==> src/rtl/seg_scan_pkg.sv <==
// ============================================================================
// Module      : seg_scan_pkg
// Description : Shared types and constants for the 7-segment scan controller:
//               scan FSM state, segment "off" patterns, counter width helper.
// Revision    : 1.0 - initial release
// ============================================================================
`default_nettype none

package seg_scan_pkg;

    // Scan FSM: dark anti-ghosting window, then the lit part of the slot
    typedef enum logic [0:0] {
        BLANK = 1'b0,
        SHOW  = 1'b1
    } scan_state_t;

    // Segment pattern that leaves every segment dark
    localparam logic [6:0] SEG_OFF_CC = 7'h00;  // active-high segments
    localparam logic [6:0] SEG_OFF_CA = 7'h7F;  // active-low segments

    // Bits needed to count 0..n-1 (never less than one bit)
    function automatic int cnt_width(input int n);
        return (n <= 2) ? 1 : $clog2(n);
    endfunction

endpackage

`default_nettype wire

==> src/rtl/hex_7seg_decoder.sv <==
// ============================================================================
// Module      : hex_7seg_decoder
// Description : Combinational hex nibble to 7-segment decoder.
//               Bit order [0]=a ... [6]=g; polarity set by COMMON_ANODE_CATHODE
//               (0 = active-high segments, 1 = active-low segments).
// Revision    : 1.0 - initial release
// ============================================================================
`default_nettype none

module hex_7seg_decoder #(
    parameter int COMMON_ANODE_CATHODE = 0
) (
    input  logic [3:0] i_nibble,
    output logic [6:0] o_seg
);

    logic [6:0] w_seg_hi;

    // Active-high glyph lookup for 0-9, A, b, C, d, E, F
    always_comb begin
        w_seg_hi = 7'h00;
        case (i_nibble)
            4'h0: w_seg_hi = 7'h3F;
            4'h1: w_seg_hi = 7'h06;
            4'h2: w_seg_hi = 7'h5B;
            4'h3: w_seg_hi = 7'h4F;
            4'h4: w_seg_hi = 7'h66;
            4'h5: w_seg_hi = 7'h6D;
            4'h6: w_seg_hi = 7'h7D;
            4'h7: w_seg_hi = 7'h07;
            4'h8: w_seg_hi = 7'h7F;
            4'h9: w_seg_hi = 7'h6F;
            4'hA: w_seg_hi = 7'h77;
            4'hB: w_seg_hi = 7'h7C;
            4'hC: w_seg_hi = 7'h39;
            4'hD: w_seg_hi = 7'h5E;
            4'hE: w_seg_hi = 7'h79;
            default: w_seg_hi = 7'h71;
        endcase
    end

    assign o_seg = (COMMON_ANODE_CATHODE != 0) ? ~w_seg_hi : w_seg_hi;

endmodule

`default_nettype wire

==> src/rtl/seg_scan_ctrl.sv <==
// ============================================================================
// Module      : seg_scan_ctrl
// Description : Time-multiplexed multi-digit 7-segment scan controller with
//               double-buffered display value, per-slot blanking window and a
//               single shared hex decoder. All outputs are registered.
//               Optional macro SEG_SCAN_LZ_BLANK_EN enables leading-zero
//               suppression (digit 0 is always shown).
// Revision    : 1.0 - initial release
// ============================================================================
`default_nettype none

module seg_scan_ctrl
    import seg_scan_pkg::*;
#(
    parameter int N_DIGITS             = 4,
    parameter int REFRESH_DIV          = 50000,
    parameter int BLANK_CYCLES         = 8,
    parameter int COMMON_ANODE_CATHODE = 0,
    parameter int DIG_ACTIVE_LOW       = 1
) (
    input  logic                  i_clk,
    input  logic                  i_rst_n,
    input  logic [4*N_DIGITS-1:0] i_value,
    input  logic                  i_load,
    output logic [6:0]            o_HEX,
    output logic [N_DIGITS-1:0]   o_dig_en,
    output logic                  o_pending
);

    localparam int PRESC_W = cnt_width(REFRESH_DIV);
    localparam int IDX_W   = cnt_width(N_DIGITS);

    localparam logic [6:0]          C_SEG_OFF    = (COMMON_ANODE_CATHODE != 0) ? SEG_OFF_CA : SEG_OFF_CC;
    localparam logic [N_DIGITS-1:0] C_DIG_OFF    = (DIG_ACTIVE_LOW != 0) ? '1 : '0;
    localparam logic [PRESC_W-1:0]  C_PRESC_LAST = PRESC_W'(REFRESH_DIV - 1);
    localparam logic [PRESC_W-1:0]  C_BLANK_END  = PRESC_W'(BLANK_CYCLES);
    localparam logic [IDX_W-1:0]    C_IDX_LAST   = IDX_W'(N_DIGITS - 1);

    logic [PRESC_W-1:0]    r_presc;
    logic [IDX_W-1:0]      r_idx;
    scan_state_t           r_state;
    scan_state_t           w_state_nxt;
    logic [4*N_DIGITS-1:0] r_shadow;
    logic [4*N_DIGITS-1:0] r_disp;
    logic                  r_pending;

    logic [PRESC_W-1:0]    w_presc_nxt;
    logic                  w_tick;
    logic                  w_frame;
    logic [3:0]            w_nibble;
    logic [6:0]            w_dec_seg;
    logic                  w_lz;
    logic [N_DIGITS-1:0]   w_onehot;
    logic [6:0]            w_hex_nxt;
    logic [N_DIGITS-1:0]   w_dig_nxt;

    assign w_tick      = (r_presc == C_PRESC_LAST);
    assign w_frame     = w_tick && (r_idx == C_IDX_LAST);
    assign w_presc_nxt = w_tick ? '0 : r_presc + 1'b1;

    // Slot prescaler and digit index; index wraps at N_DIGITS-1 for any N
    always_ff @(posedge i_clk) begin
        if (!i_rst_n) begin
            r_presc <= '0;
            r_idx   <= '0;
        end else begin
            r_presc <= w_presc_nxt;
            if (w_tick) begin
                r_idx <= (r_idx == C_IDX_LAST) ? '0 : r_idx + 1'b1;
            end
        end
    end

    // Double buffer: loads land in the shadow and are promoted only on a frame
    // boundary; a load on the boundary itself goes straight to the display
    always_ff @(posedge i_clk) begin
        if (!i_rst_n) begin
            r_shadow  <= '0;
            r_disp    <= '0;
            r_pending <= 1'b0;
        end else if (w_frame) begin
            r_pending <= 1'b0;
            if (i_load) begin
                r_disp   <= i_value;
                r_shadow <= i_value;
            end else if (r_pending) begin
                r_disp <= r_shadow;
            end
        end else if (i_load) begin
            r_shadow  <= i_value;
            r_pending <= 1'b1;
        end
    end

    // FSM state register
    always_ff @(posedge i_clk) begin
        if (!i_rst_n) begin
            r_state <= BLANK;
        end else begin
            r_state <= w_state_nxt;
        end
    end

    // FSM next state: each slot opens dark, lights once the blanking window ends
    always_comb begin
        w_state_nxt = r_state;
        if (w_tick) begin
            w_state_nxt = (BLANK_CYCLES == 0) ? SHOW : BLANK;
        end else if ((r_state == BLANK) && (w_presc_nxt >= C_BLANK_END)) begin
            w_state_nxt = SHOW;
        end
    end

    // Current-digit nibble mux and one-hot digit select
    always_comb begin
        w_nibble = 4'h0;
        w_onehot = '0;
        for (int k = 0; k < N_DIGITS; k++) begin
            if (r_idx == IDX_W'(k)) begin
                w_nibble    = r_disp[4*k +: 4];
                w_onehot[k] = 1'b1;
            end
        end
    end

`ifdef SEG_SCAN_LZ_BLANK_EN
    // Digit is suppressed when it and every more-significant nibble are zero
    always_comb begin
        logic zero_above;
        zero_above = 1'b1;
        w_lz       = 1'b0;
        for (int k = N_DIGITS - 1; k >= 1; k--) begin
            zero_above = zero_above & (r_disp[4*k +: 4] == 4'h0);
            if (r_idx == IDX_W'(k)) begin
                w_lz = zero_above;
            end
        end
    end
`else
    assign w_lz = 1'b0;
`endif

    hex_7seg_decoder #(
        .COMMON_ANODE_CATHODE (COMMON_ANODE_CATHODE)
    ) u_dec (
        .i_nibble (w_nibble),
        .o_seg    (w_dec_seg)
    );

    // FSM outputs: dark during BLANK, current digit lit during SHOW
    always_comb begin
        w_hex_nxt = C_SEG_OFF;
        w_dig_nxt = C_DIG_OFF;
        if (r_state == SHOW) begin
            w_hex_nxt = w_lz ? C_SEG_OFF : w_dec_seg;
            w_dig_nxt = (DIG_ACTIVE_LOW != 0) ? ~w_onehot : w_onehot;
        end
    end

    // Output registers
    always_ff @(posedge i_clk) begin
        if (!i_rst_n) begin
            o_HEX    <= C_SEG_OFF;
            o_dig_en <= C_DIG_OFF;
        end else begin
            o_HEX    <= w_hex_nxt;
            o_dig_en <= w_dig_nxt;
        end
    end

    assign o_pending = r_pending;

endmodule

`default_nettype wire
==> config.mk <==
export PLATFORM = sky130hd
export DESIGN_NAME = seg_scan_ctrl
export DESIGN_NICKNAME = d
export VERILOG_FILES = /design/src/rtl/seg_scan_pkg.sv /design/src/rtl/hex_7seg_decoder.sv /design/src/rtl/seg_scan_ctrl.sv
export SDC_FILE = /design/constraint.sdc
export NUM_CORES = 1
export LEC_CHECK = 0
export CAP_MARGIN = 20
export CORE_ASPECT_RATIO = 1.1
export CORE_MARGIN = 5
export CORE_UTILIZATION = 40
export CTS_CLUSTER_SIZE = 28
export DETAILED_ROUTE_END_ITERATION = 8
export GPL_TIMING_DRIVEN = 0
export HOLD_SLACK_MARGIN = 0.05
export SLEW_MARGIN = 20
export SYNTH_ARGS = -nofsm -noshare
export SYNTH_HDL_FRONTEND = slang
export SYNTH_SLANG_ARGS = --single-unit
==> constraint.sdc <==
create_clock -name i_clk -period 2.6 [get_ports i_clk]
set_input_delay 0.39 -clock i_clk [delete_from_list [all_inputs] [get_ports i_clk]]
set_output_delay 0.39 -clock i_clk [all_outputs]
set_load 0.05 [all_outputs]
==> results of run 1 <==
-- where the power goes --
group,internal (mW),total [mW],switching (mW)
registers,0.985,0.995,0.00916
logic,0.0534,0.102,0.0488
clock network,0.463,0.844,0.381
-- layer usage --
layer	GRT usage (%)	part of all wire [%]
met5	0	0
met4	5.89	1.7
met1	18.8	51
met3	2.70	4.4
met2	21.0	43
-- how the worst max path moves through the flow --
stage / end / depth (start not counted) / from / slack, ns
floorplan: o_HEX[3] / 10 / r_idx[0] / 0.09
global route: o_HEX[6] / 8 / r_idx[0] / 0.02
CTS: o_HEX[3] / 10 / r_idx[0] / 0.05
detailed placement: o_HEX[3] / 10 / r_idx[0] / -0.36
finish: r_disp[12] / 8 / r_presc[11] / 0.16
global placement: o_HEX[3] / 10 / r_idx[0] / -0.27
-- cells in the final DEF, fill, tap and decap left out, types with 3 or more instances in the layout --
cell             synthesis  routed
nand3_1                  5       5
ha_1                    12      10
a31oi_1                  3       3
xor2_1                   5       5
clkbuf_1                13      11
dfxtp_1                 63      63
o21ai_0                  7       7
clkinv_2                 0       3
and4_1                   3       3
a21oi_1                  8       8
nand2_1                 12      12
nor3_1                   4       4
xnor2_1                  6       6
nor2b_1                 23      23
buf_6                    3       3
and3_1                   3       3
and2_1                  25      25
inv_1                   26      26
a221o_1                  4       4
nand4_1                  6       6
clkbuf_8                 0      10
clkdlybuf4s50_1          0      29
a221oi_1                 3       3
mux2i_1                 37      37
or3_1                    6       6
nor2_1                  15      15
-- worst max-delay path, stage by stage (launching register included) --
cell     delay (ns)
dfxtp_1        0.31
buf_6          0.13
or4_4          0.52
nor4_4         0.55
o211a_1        0.25
buf_6          0.15
buf_12         0.15
mux2i_1        0.18
and2_1         0.13
-- sequential cells by signal, summed over array words and instances (netlist names) --
register and cells:
r_shadow 16, o_pending 1, r_idx 2, r_state 1, o_HEX 7, r_presc 16, r_disp 16, o_dig_en 4
-- metrics by stage --
step           TNS, ns  cells
2_1_floorplan        0    329
3_3_place_gp    -0.536    463
3_5_place_dp    -0.983    463
4_1_cts              0    480
5_1_grt              0    478
6_report             0    478
-- cell type report --
class | count | area share (%)
plain buffers | 18 | 2.90
clock buffers | 10 | 3.66
clock inverters | 6 | 1.60
inverters | 26 | 2.60
multi-input cells | 220 | 44.2
flip-flops and latches | 63 | 33.6
well taps | 105 | 3.50
repair buffers | 30 | 7.93
-- timing repair --
| action | in CTS | in global routing |
|---|---|---|
| pin swaps | 1 | 1 |
| resized for setup | 1 | 2 |
| setup endpoints to repair | 5 | 6 |
| setup buffers | 1 | 0 |
-- logic make-up (layout without fill, tap and decap cells) --
family / count (synthesis) / in the layout / synth area share, %
adder cells (fa/ha/maj): 12 / 12 / 4.80
AND/OR/NAND/NOR: 115 / 115 / 21.8
multiplexers: 40 / 40 / 13.3
XOR/XNOR: 11 / 11 / 3.08
flip-flops: 63 / 63 / 40.3
AO/OA/AOI/OAI: 42 / 42 / 9.88
buffers and inverters: 46 / 90 / 6.84
==> results.md, run 1 <==
* Outcome: complete, no violations
* H-tree depth at 3
* Die area at 0.00969 mm²
* I/O pin total at 31
* Largest net degree at the start of global routing at 12
* Total grt overflow at 0
* Syn Nets at 360
* Via density at 4.91
* Post-layout min period at 2.44 ns
* Place WS at -0.357 ns
* Synth Flop Type: dfxtp_1
* Initial core utilization at 41.4%
* Routed length per placed instance at 12.8 µm
* DR iter-0 viols at 81
* Fillers at 740
* Final instance area at 0.00376 mm²
* Post-synth cell types at 51
* Die height at 103 µm
* Crit Reg-Reg Startpoint: r_presc[11]
* Worst Skew at 0.00509 ns
* Core area at 0.00756 mm²
* Drt drc at 0
* Worst endpoint required time at 2.88 ns
* Final Worst Setup Slack at 0.164 ns
* Post-synth top area cell: dfxtp_1
* YS warnings at 0
* Pins Over Slew Limit at 0
* Root Buffer: clkbuf_8
* Critical Path Fanout Max at 10
* Final period util at 93.7%
* CTS tree: done
* Hold_sp: r_presc[0]
* Mapped cell area at 0.00313 mm²
* Endpoint, Worst Hold: r_presc[0]
* Cell Pwr Density at 517 mW/mm²
* Worst setup EP type: flop
* Antenna Cells at 0
* R2r endpoint: r_disp[12]
* Cells after Synth at 329
* Max Clock Freq at 0.410 GHz
* Clock buffer depth at 2
* Clock transition at the registers of the reported paths at 0.07 ns
* Layout cell share with drive strength beyond 1 at 9.38%
* Leak Pwr at 1.39 nW
* Final setup fails at 0
* Number of synthesized flops with an enable pin at 0
* Relative slew margins at 53.6%
* Row count at 33
* Ys async rst share at 0%
* Crit path launch type: flop
* FF-to-FF path depth at 8
* Hold Crit Depth at 1
* Cts bufs inserted at 9
* Worst reg2reg setup slack at 0.16 ns
* Worst Path Class, Setup: flop to flop
* Vias at 2347
* Routed Antenna Nets at 0
* Top post-synthesis cells by count: dfxtp_1, mux2i_1, inv_1
* CP arrival at 2.71 ns
* Hold/Removal Path Class: flop to flop
* Dpl cell area at 0.00355 mm²
* Post-Route WL at 6120 µm
* Register area share after synthesis at 40.3%
* GRT Total Usage at 13.7%
* Worst-Margin Slew at 0.696 ns
* Fin nets at 399
* Top cell type's share of synthesized area at 40.3%
* Unrepaired setup endpoints after global routing: no
* Clk_lat worst skew at 0.33 ns
* Number of port buffers at 29
* Final HPWL DP at 4460 µm
* DRT Pass-1 Iters at 4
* Area grow syn2layout at 20.1%
* Hold_buf cts at 0
* Multi-input gate area at 0.00166 mm²
* GP Congestion at 0.820
* Antenna violations before repair at 0
* Maximum vdd ir drop at 0.388 mV
* WHS at 0.483 ns
* Final Util at 49.7%
* Tot Pwr at 1.94 mW
* Maxcap violations at 0
* Fin. Hold Viols at 0
* Number of clock sinks at 63
* Synth area leaders: dfxtp_1, mux2i_1, and2_1, ha_1, nor2b_1
* Most numerous cell in the Yosys netlist: dfxtp_1
* Syn Area/Cell at 9.50 µm²
* Number of global-route vias before repair at 2262
* Register area at 0.00126 mm²
* Flops & latches, synth at 63
* DIE WIDTH at 94.3 µm
* First-pass GRT wire length at 10500 µm
Power figures use the tool's default switching activity.
==> run 2, diff against run 1 <==
--- a/config.mk
+++ b/config.mk
@@ -9,8 +9,8 @@
 export CORE_ASPECT_RATIO = 1.1
 export CORE_MARGIN = 5
 export CORE_UTILIZATION = 40
-export CTS_CLUSTER_SIZE = 28
 export DETAILED_ROUTE_END_ITERATION = 8
+export DONT_BUFFER_PORTS = 1
 export GPL_TIMING_DRIVEN = 0
 export HOLD_SLACK_MARGIN = 0.05
 export SLEW_MARGIN = 20
==> run 2 against run 1 <==
Net effect:
- first-iteration DRC count increased by 17%
- non-clock buffer count decreased by 30
- cell count decreased by 6.5%
- worst setup slack improved by 0.036 ns
- clock skew increased by 0.0017 ns
- largest power group unchanged
- combinational power decreased by 37%
- sequential share of layout area increased by 2.5 points
- wire length increased by 1.1%
- clock-buffer cell count increased by 2
- via count decreased by 5.4%
==> results.md, run 2 (synthesis gave the netlist of run 1 again) <==
* Number of clock sinks at 63
* Outcome: complete, no violations
* Root Buffer: clkbuf_8
* Drt drc at 0
* Routed length per placed instance at 13.8 µm
* FF-to-FF path depth at 9
* Most frequent cells in the layout: dfxtp_1, mux2i_1, inv_1
* Final Util at 46.2%
* Post-layout min period at 2.40 ns
* Most common cell after layout, fill and taps aside: dfxtp_1
* Clk_lat worst skew at 0.33 ns
* Final instance area at 0.00349 mm²
* Hold/Removal Path Class: primary input to flop
* Fin. Hold Viols at 0
* First-pass GRT wire length at 10400 µm
* Worst-Margin Slew at 0.728 ns
* Register area at 0.00126 mm²
* CP arrival at 2.67 ns
* Initial core utilization at 41.4%
* Area grow syn2layout at 11.7%
* H-tree depth at 3
* Antenna Cells at 0
* Antenna violations before repair at 0
* Worst reg2reg setup slack at 0.20 ns
* CTS tree: done
* GRT met3 Usage at 4.31%
* Number of global-route vias before repair at 2223
* Die area at 0.00969 mm²
* Largest registers: r_disp: 16 flops, r_presc: 16 flops, r_shadow: 16 flops
* WHS at 0.237 ns
* I/O pin total at 31
* GP Congestion at 0.826
* Layout cell share with drive strength beyond 1 at 9.65%
* Relative slew margins at 51.5%
* DR iter-0 viols at 95
* Hold Crit Depth at 2
* Max Clock Freq at 0.417 GHz
* Core area at 0.00756 mm²
* Fin nets at 369
* Hold_buf cts at 0
* Critical Path Fanout Max at 9
* Routing usage on met2 at 21.4%
* Fillers at 734
* Maxcap violations at 0
* Crit path launch type: flop
* Leak Pwr at 1.30 nW
* Row count at 33
* Post-Route WL at 6190 µm
* Worst setup EP type: flop
* Worst Skew at 0.00675 ns
* DIE WIDTH at 94.3 µm
* Final setup fails at 0
* Worst endpoint required time at 2.87 ns
* Worst Path Class, Setup: flop to flop
* Final HPWL DP at 4440 µm
* Multi-input gate area at 0.00166 mm²
* Maximum vdd ir drop at 0.237 mV
* Final period util at 92.3%
* Clock transition at the registers of the reported paths at 0.07 ns
* Met1 usage at 17.4%
* Number of port buffers at 0
* Clock buffer depth at 2
* Pins Over Slew Limit at 0
* Tot Pwr at 2.04 mW
* Dpl cell area at 0.00326 mm²
* GRT Total Usage at 13.9%
* Die height at 103 µm
* Largest net degree at the start of global routing at 11
* Unrepaired setup endpoints after global routing: no
* Total grt overflow at 0
* Vias at 2220
* Post-route setup TNS at 0 ns
* Cell Pwr Density at 585 mW/mm²
* Routed Antenna Nets at 0
* Via density at 4.97
* Busiest layer in global routing: met2
* DRT Pass-1 Iters at 4
* Cts bufs inserted at 9
run 2: cell type report:
type / instances / area share, %
clock buffers: 12 / 4.73
well taps: 105 / 3.76
clock inverters: 3 / 1.86
flip-flops and latches: 63 / 36.1
inverters: 26 / 2.79
multi-input cells: 220 / 47.5
repair buffers: 1 / 0.215
plain buffers: 17 / 3.01
run 2: per-layer routing:
layer | vias to the layer above | share of wire, %
li1 | 1146 | -
met1 | 1022 | 47
met2 | 41 | 45
met3 | 11 | 5.8
met4 | 0 | 2.0
met5 | - | 0
run 2: path summary, 6_finish.rpt:
| kind | start | to |
|---|---|---|
| worst min register to register | r_presc[0] | r_presc[0] |
| worst min-delay path | i_rst_n | r_presc[5] |
| worst max-delay path | r_idx[0] | o_HEX[3] |
| worst max register to register | r_idx[0] | o_HEX[3] |
run 2: repair_timing:
| item | in CTS | in global routing |
|---|---|---|
| endpoints found under the setup margin | 5 | 12 |
| buffers inserted | 1 | 0 |
| pin swaps | 1 | 1 |
| gates resized for setup | 1 | 1 |
run 2: power by group:
group	internal, mW	total, mW	switching (mW)	leakage, nW
clock	0.612	0.975	0.363	0.118
combinational	0.0283	0.0645	0.0362	0.670
sequential	0.986	1.00	0.0172	0.512
total	1.63	2.04	0.417	1.30
run 2: through the flow:
stage	setup slack, ns	std cells
after floorplan	0.0909	329
after global placement	-0.288	434
after detailed placement	-0.324	434
after CTS	0.0251	450
after global routing	0.00928	447
final	0.199	447
run 2: critical path, stage by stage (launching register included):
cell and delay [ns]:
dfxtp_1 0.41, inv_1 0.09, ha_1 0.33, a221o_1 0.33, a22oi_2 0.22, inv_1 0.11
ha_1 0.31, inv_1 0.04, mux4_2 0.43, nor2_1 0.09
==> run 3, diff against run 2 <==
--- a/config.mk
+++ b/config.mk
@@ -6,13 +6,16 @@
 export NUM_CORES = 1
 export LEC_CHECK = 0
 export CAP_MARGIN = 20
+export CELL_PAD_IN_SITES_DETAIL_PLACEMENT = 1
+export CELL_PAD_IN_SITES_GLOBAL_PLACEMENT = 1
 export CORE_ASPECT_RATIO = 1.1
-export CORE_MARGIN = 5
+export CORE_MARGIN = 2
 export CORE_UTILIZATION = 40
 export DETAILED_ROUTE_END_ITERATION = 8
 export DONT_BUFFER_PORTS = 1
 export GPL_TIMING_DRIVEN = 0
 export HOLD_SLACK_MARGIN = 0.05
+export PLACE_DENSITY_LB_ADDON = 0.1
 export SLEW_MARGIN = 20
 export SYNTH_ARGS = -nofsm -noshare
 export SYNTH_HDL_FRONTEND = slang
==> run 3 against run 2 <==
Net effect:
- first-iteration DRC count is 19% higher
- fmax is 0.42% lower
- sequential power barely moved
- cell count unchanged
- register-to-register slack about the same
- combinational power is essentially flat
- non-clock buffer count is the same
- sequential share of layout area rose by 0.13 points
- global-route usage grew 3.5 points
- highest routed layer unchanged
==> results.md, run 3 (synthesis gave the netlist of run 1 again) <==
* Family with the most delay on the worst path: simple AND/OR/NAND/NOR gates
* Final setup fails at 0
* Switching power at 0.433 mW
* Worst reg2reg setup slack at 0.19 ns
* CP bufs+invs at 3
* Post-Route WL at 6780 µm
* Worst endpoint required time at 2.88 ns
* Antenna Cells at 0
* Fin nets at 369
* Clock transition at the registers of the reported paths at 0.07 ns
* Worst setup EP type: flop
* Routed Antenna Nets at 0
* Switching Fraction at 21.8%
* Row count at 33
* Maxcap violations at 0
* Most frequent cells in the layout: dfxtp_1, mux2i_1, inv_1
* Worst Skew at 0.00789 ns
* Number of clock sinks at 63
* Routed length per placed instance at 15.2 µm
* Antenna violations before repair at 0
* Core area at 0.00751 mm²
* Pins Over Slew Limit at 0
* WHS at 0.249 ns
* Initial core utilization at 41.6%
* Dpl cell area at 0.00326 mm²
* Post-layout min period at 2.41 ns
* Final period util at 92.7%
* GRT Total Usage at 17.4%
* Crit path launch type: flop
* DR iter-0 viols at 113
* Critical Path Max Stage Delay at 0.52 ns
* Most Frequent Cell on Critical Path: buf_6
* Number of global-route vias before repair at 2372
* Drt drc at 0
* Root Buffer: clkbuf_8
* Largest net degree at the start of global routing at 11
* Number of port buffers at 0
* Clk network pwr share at 46.4%
* Clock buffer depth at 2
* Worst Path Class, Setup: flop to flop
* CP arrival at 2.69 ns
* DIE WIDTH at 88.3 µm
* First-pass GRT wire length at 11600 µm
* Final Worst Setup Slack at 0.189 ns
* Clk_lat worst skew at 0.34 ns
* Fin. Hold Viols at 0
* Die area at 0.00854 mm²
* Cell Pwr Density at 572 mW/mm²
* CTS tree: done
* Leak Pwr at 1.29 nW
* Area grow syn2layout at 11.3%
* Final instance area at 0.00348 mm²
* Total grt overflow at 0
* Vias at 2288
* Cts bufs inserted at 9
* Relative slew margins at 49.6%
* CP max-delay cell: or4_4
* Most common cell after layout, fill and taps aside: dfxtp_1
* Worst-Margin Slew at 0.756 ns
* DRT Pass-1 Iters at 4
* Share of power burned in combinational logic at 3.2%
* Critical Path Fanout Max at 10
* Die height at 96.7 µm
* I/O pin total at 31
* Cells after DPL at 434
* Max Clock Freq at 0.415 GHz
* H-tree depth at 3
* Final HPWL DP at 4950 µm
* GP Congestion at 0.755
* Outcome: complete, no violations
* Flop pwr share at 50.4%
* Place WS at -0.455 ns
* Hold/Removal Path Class: primary input to flop
* Final cell count without fillers at 447
* Unrepaired setup endpoints after global routing: no
* Worst path cell trace: buf_6, or4_4, nor4_4, o211a_1, buf_6, buf_12, mux2i_1, and2_1
* Layout cell share with drive strength beyond 1 at 9.94%
* Maximum vdd ir drop at 0.234 mV
* Internal Power at 1.56 mW
* Via density at 5.12
* Largest registers: r_disp: 16 flops, r_presc: 16 flops, r_shadow: 16 flops
## run 3: cell count changes in the layout (fill, tap and decap cells not counted)
cell / previous run / this run
clkbuf_1: 10 / 9
clkinvlp_4: 0 / 1
clkbuf_8: 12 / 13
clkinv_2: 1 / 0
clkbuf_2: 0 / 1
bufinv_16: 2 / 1
## run 3: per-layer routing
layer,track usage [%],wire (µm),vias up
li1,-,-,1148
met1,23.7,3330,1102
met2,26.5,3150,32
met3,4.27,228,6
met4,5.94,72,0
met5,0,0,-
## run 3: worst paths after layout
path | start | to | depth (start not counted)
worst min register to register | r_presc[0] | r_presc[0] | 1
worst max register to register | r_presc[11] | r_disp[12] | 8
worst max-delay path | r_presc[11] | r_disp[12] | 8
worst min-delay path | i_value[13] | r_shadow[13] | 2
## run 3: metrics by stage
step | util (%) | TNS (ns) | power, mW
after detailed placement | 43.4 | -1.38 | 1.09
after global placement | 43.4 | -1.09 | 1.09
final | 46.3 | 0 | 1.99
after CTS | 46.3 | 0 | 2.02
after floorplan | - | 0 | 1.07
after global routing | 46.3 | 0 | 2.08
## run 3: worst register-to-register path: stages, from the launching register on
cell and delay [ns]:
dfxtp_1 0.31, buf_6 0.13, or4_4 0.52, nor4_4 0.50, o211a_1 0.24, buf_6 0.15
buf_12 0.16, mux2i_1 0.19, and2_1 0.14
## run 3: final cells by class
cell class	count	area [µm²]
fillers	911	4040
multi-input cells	220	1660
flip-flops and latches	63	1260
clock buffers	13	179
well taps	105	131
plain buffers	17	106
inverters	26	97.6
clock inverters	2	37.5
repair buffers	1	7.51
## run 3: power by group through the flow
stage | registers [mW] | logic [mW] | clock network [mW]
after floorplan | 1.02 | 0.0512 | 0
after global placement | 1.02 | 0.0652 | 0
after detailed placement | 1.02 | 0.0664 | 0
final | 1.00 | 0.0643 | 0.923
after global routing | 1.00 | 0.0763 | 0.998
after CTS | 1.00 | 0.0669 | 0.951
## run 3: repair_timing
item                       in CTS  in global routing
setup endpoints to repair       6                 13
gates resized for setup         1                  3
hold buffers                    0                  0
pin swaps                       1                  1
buffers inserted                1                  0
